### config.mk
export PLATFORM = sky130hd
export DESIGN_NAME = spike_arbiter_fifo
export DESIGN_NICKNAME = d
export VERILOG_FILES = /design/src/rtl/spike_arbiter_fifo.sv
export SDC_FILE = /design/constraint.sdc
export NUM_CORES = 1
export LEC_CHECK = 0
export CORE_MARGIN = 5
export CORE_UTILIZATION = 35
export DETAILED_ROUTE_END_ITERATION = 7
export PLACE_DENSITY = 0.63
export SYNTH_ARGS = -nofsm -noshare
export SYNTH_HDL_FRONTEND = slang
export SYNTH_SLANG_ARGS = --single-unit
### constraint.sdc
create_clock -name clk -period 2 [get_ports clk]
set_input_delay 0.2 -clock clk [delete_from_list [all_inputs] [get_ports clk]]
set_output_delay 0.2 -clock clk [all_outputs]
set_load 0.1 [all_outputs]
### src/rtl/spike_arbiter_fifo.sv
// spike_arbiter_fifo: synchronizes N_SYN spike inputs, detects rising edges,
// round-robin arbitrates pending spikes into a DEPTH-entry event FIFO.
// Ports: clk, rst_n (async, active low), spk_in[N_SYN] (async levels),
//        ev_valid/ev_idx/ev_ready (head-event handshake), fifo_full,
//        drop_cnt[7:0] (lost-spike count, only with SPIKE_DROP_CNT_EN).
// Optional feature macro: SPIKE_DROP_CNT_EN.
module spike_arbiter_fifo #(
   parameter int N_SYN = 8,
   parameter int DEPTH = 4
) (
   input  logic                     clk,
   input  logic                     rst_n,
   input  logic [N_SYN-1:0]         spk_in,
   output logic                     ev_valid,
   output logic [$clog2(N_SYN)-1:0] ev_idx,
   input  logic                     ev_ready,
   output logic                     fifo_full
`ifdef SPIKE_DROP_CNT_EN
   ,
   output logic [7:0]               drop_cnt
`endif
);

   localparam int IW = $clog2(N_SYN);
   localparam int AW = $clog2(DEPTH);
   localparam int OW = $clog2(DEPTH + 1);
   localparam logic [IW-1:0] LAST = IW'(N_SYN - 1);
   localparam logic [OW-1:0] FULL = OW'(DEPTH);

   logic [N_SYN-1:0] r_s1;
   logic [N_SYN-1:0] r_s2;
   logic [N_SYN-1:0] r_s3;
   logic [N_SYN-1:0] r_pend;
   logic [IW-1:0]    r_rr;
   logic [IW-1:0]    r_mem [DEPTH];
   logic [AW-1:0]    r_wp;
   logic [AW-1:0]    r_rp;
   logic [OW-1:0]    r_occ;

   logic [N_SYN-1:0] w_edge;
   logic [N_SYN-1:0] w_gnt_oh;
   logic [IW-1:0]    w_gnt_idx;
   logic             w_push;
   logic             w_pop;

   assign w_edge   = r_s2 & ~r_s3;
   // Push is gated by the registered occupancy only; a same-cycle pop
   // does not make room.
   assign w_push   = (|r_pend) && (r_occ < FULL);
   assign w_pop    = ev_valid & ev_ready;
   assign w_gnt_oh = w_push ? (N_SYN'(1) << w_gnt_idx) : '0;

   // First loop picks the lowest pending bit overall (wrap case); the
   // second overrides it with the lowest pending bit at or above r_rr.
   always_comb begin
      w_gnt_idx = '0;
      for (int i = N_SYN - 1; i >= 0; i--) begin
         if (r_pend[i]) w_gnt_idx = IW'(i);
      end
      for (int i = N_SYN - 1; i >= 0; i--) begin
         if (r_pend[i] && (IW'(i) >= r_rr)) w_gnt_idx = IW'(i);
      end
   end

   always_ff @(posedge clk or negedge rst_n) begin
      if (!rst_n) begin
         r_s1   <= '0;
         r_s2   <= '0;
         r_s3   <= '0;
         r_pend <= '0;
         r_rr   <= '0;
         r_wp   <= '0;
         r_rp   <= '0;
         r_occ  <= '0;
      end else begin
         r_s1   <= spk_in;
         r_s2   <= r_s1;
         r_s3   <= r_s2;
         // A new edge on a just-granted bit keeps it pending.
         r_pend <= (r_pend & ~w_gnt_oh) | w_edge;
         if (w_push) begin
            r_rr <= (w_gnt_idx == LAST) ? '0 : w_gnt_idx + 1'b1;
            r_wp <= r_wp + 1'b1;
         end
         if (w_pop) r_rp <= r_rp + 1'b1;
         if (w_push && !w_pop) r_occ <= r_occ + 1'b1;
         else if (!w_push && w_pop) r_occ <= r_occ - 1'b1;
      end
   end

   always_ff @(posedge clk or negedge rst_n) begin
      if (!rst_n) begin
         for (int i = 0; i < DEPTH; i++) r_mem[i] <= '0;
      end else if (w_push) begin
         r_mem[r_wp] <= w_gnt_idx;
      end
   end

   assign ev_valid  = (r_occ != '0);
   assign ev_idx    = ev_valid ? r_mem[r_rp] : '0;
   assign fifo_full = (r_occ == FULL);

`ifdef SPIKE_DROP_CNT_EN
   logic [N_SYN-1:0] w_drop;
   logic [8:0]       w_dsum;
   logic [7:0]       r_drop;

   // Edge on a bit already pending and not cleared by this cycle's grant.
   assign w_drop = w_edge & r_pend & ~w_gnt_oh;

   always_comb begin
      w_dsum = {1'b0, r_drop};
      for (int i = 0; i < N_SYN; i++) begin
         w_dsum = w_dsum + {8'd0, w_drop[i]};
      end
   end

   always_ff @(posedge clk or negedge rst_n) begin
      if (!rst_n) r_drop <= '0;
      else        r_drop <= w_dsum[8] ? 8'hFF : w_dsum[7:0];
   end

   assign drop_cnt = r_drop;
`endif

endmodule
==> results.json <==
{
  "dieHeight_um": 91.6,
  "slew_headroom_pct": 61.8,
  "crit_path_end_kind": "flop",
  "drc": 0,
  "wl_um": 4770,
  "synth_top_area_cell": "dfrtp_1",
  "tns_ns": -0.0342,
  "ioPinCount": 16,
  "worstPathArrival_ns": 2.22,
  "num_rows": 29,
  "fin_ws_ns": -0.0245,
  "synthTopCellsByArea": "dfrtp_1, ha_1, o21ai_0",
  "overflow": 0,
  "synth-seq-cells": 54,
  "ff2ff_path_depth": 8,
  "fin_crit_ns": 2.02,
  "cp_slowest_cell": "dfrtp_2",
  "dieArea_um2": 8400,
  "vias_per_cell": 4.94,
  "setup_viol": 2,
  "gp_congestion": 0.880,
  "place_area_um2": 2750,
  "grt_max_degree": 31,
  "startpoint_type": "flop",
  "finalHoldViolCount": 0,
  "cts_root_buf": "clkbuf_8",
  "hold_depth": 1,
  "max_freq_ghz": 0.494,
  "worstSetupPathType": "flop to flop",
  "cap_viol_max_count": 0,
  "grt_pass1_vias": 1568,
  "clk_pin_slew_ns": 0.10,
  "grt_pass1_wl_um": 7630,
  "synth_fp_nets": 230,
  "clock_latency_ns": 0.31,
  "ys_seq_area_share_pct": 57.9,
  "synth_edf_count": 0,
  "syn_avg_cell_area_um2": 11.3,
  "cts_tree": "yes",
  "htree_levels": 2,
  "antenna_found_initial": 0,
  "layout_commonest_cell": "dfrtp_1",
  "design_area_um2": 3130,
  "post-dp-hpwl_um": 3090,
  "synth_top_area_share_pct": 57.9,
  "hold_path_class": "input pin to flop",
  "critPathRequiredTime_ns": 2.20,
  "portBuffers": 15,
  "synthFlopType": "dfrtp_1",
  "r2r_slack_ns": -0.02,
  "core_um2": 6420,
  "syn_to_final_growth_pct": 34.1,
  "final_nets": 268,
  "die_x_um": 91.6,
  "post_drt_wl_per_cell_um": 14.8,
  "violations": "setup timing",
  "status": "complete, but fails checks",
  "async_flop_share_pct": 100,
  "tightest_slew_ns": 0.573,
  "r2r_end": "r_pend[3]",
  "rsz0062_at_grt": "yes",
  "slew_viol_final": 0,
  "r2r-start": "r_pend[5]",
  "num_vias": 1597,
  "n_antenna_cell": 0,
  "netlist_area_um2": 2330,
  "min_to": "r_s1[5]",
  "cts_made_buffers": 5,
  "drt_pass1_iterations": 4,
  "grt_use_total_pct": 11.4,
  "drt_iter0_drc": 123,
  "syn_inst": 207,
  "final_cell_mix": "dfrtp_1, nand2_1, buf_4",
  "yosys_warnings": 0,
  "path_cells": "and2b_1 > nand2_2 > a2111oi_2 > a2111o_1 > ha_4 > inv_1 > o21ai_1 > o21ai_0",
  "period_share_pct": 101,
  "critical_path.max_stage_delay_ns": 0.50,
  "start_util_pct": 36.3,
  "synth.distinct_cells": 39,
  "ant_nets": 0,
  "clock-sinks": 54,
  "drive_above_1_share_pct": 35.4,
  "cts_buffer_depth": 2,
  "finClkSkew_ns": 0.00565,
  "hold_start": "spk_in[5]",
  "crit_fanout": 7
}
## Yosys cell counts (all sizes together) (2+ instances only)
cell / count
dfrtp: 54
o21ai: 26
nand2: 25
inv: 20
ha: 11
a21oi: 8
nand2b: 5
a21o: 4
clkbuf: 4
nand3: 4
nor2: 4
nor2b: 4
xnor2: 4
and2: 3
buf: 3
mux4: 3
a22oi: 2
mux2: 2
nor3b: 2
nor4: 2
o211ai: 2
xor2: 2
## cells by family after synthesis
logic type               share of synthesized area [%]
XOR/XNOR                                          2.25
flip-flops                                        57.9
buffers and inverters                             4.94
AO/OA/AOI/OAI                                     13.0
AND/OR/NAND/NOR                                   10.8
multiplexers                                      4.29
adder cells (fa/ha/maj)                           6.76
## through the flow
step                      worst slack [ns]  hold WS, ns  std cells  util, %
final                              -0.0245        0.315        323     48.7
after floorplan                    -0.0780      -0.0956        207        -
after global placement             -0.0314        0.225        309     42.9
after global routing               -0.0758        0.290        323     48.7
after CTS                          -0.0346        0.304        319     45.4
after detailed placement           -0.0633        0.227        309     42.9
## repair_timing
action | in CTS | in global routing
setup endpoints to repair | 12 | 16
pin swaps | 6 | 18
buffers inserted | 1 | 4
hold endpoints to repair | 24 | 0
cloned | 0 | 0
hold buffers | 1 | 0
resized for setup | 16 | 47
## critical path, delay by kind of cell (launching register included)
family | cells | cell delay (ns)
AOI/OAI and AO/OA | 4 | 0.89
adders and majority gates | 1 | 0.16
buffers and inverters | 1 | 0.03
DFF | 1 | 0.50
and+or+nand+nor | 2 | 0.32
## sequential cells by signal, summed over array words and instances (netlist names)
register and count:
r_s1 8, r_pend 8, r_rp 2, r_s2 8, r_s3 8, r_rr 3, r_occ 3, r_wp 2
r_mem 12
## worst max-delay path by stage
stage	end	slack, ns	from	depth (start not counted)
3_5_place_dp	r_occ[1]	-0.06	r_pend[2]	6
2_1_floorplan	r_occ[1]	-0.08	r_pend[2]	7
5_1_grt	r_pend[4]	-0.08	r_pend[6]	10
6_report	r_pend[3]	-0.02	r_pend[5]	8
4_1_cts	r_occ[1]	-0.03	r_pend[4]	6
3_3_place_gp	r_pend[4]	-0.03	r_pend[5]	10
## metal layers
metal  wire, µm  GRT usage, %  vias to the layer above
li1           -             -                      774
met1       2100          14.6                      774
met2       2390          18.4                       36
met3        141          2.54                       13
met4        145          5.65                        0
met5          0             0                        -
## layout make-up
type	instances	area [µm²]
Fill cell	542	3300
Inverter	20	77.6
Timing Repair Buffer	38	385
Clock inverter	3	28.8
Sequential cell	54	1360
Tap cell	77	96.3
Clock buffer	5	68.8
Multi-Input combinational cell	126	1110
Power is left out: the tool's default activity adds up to more than one toggle a clock period on the data nets, which glitch-free logic cannot reach.
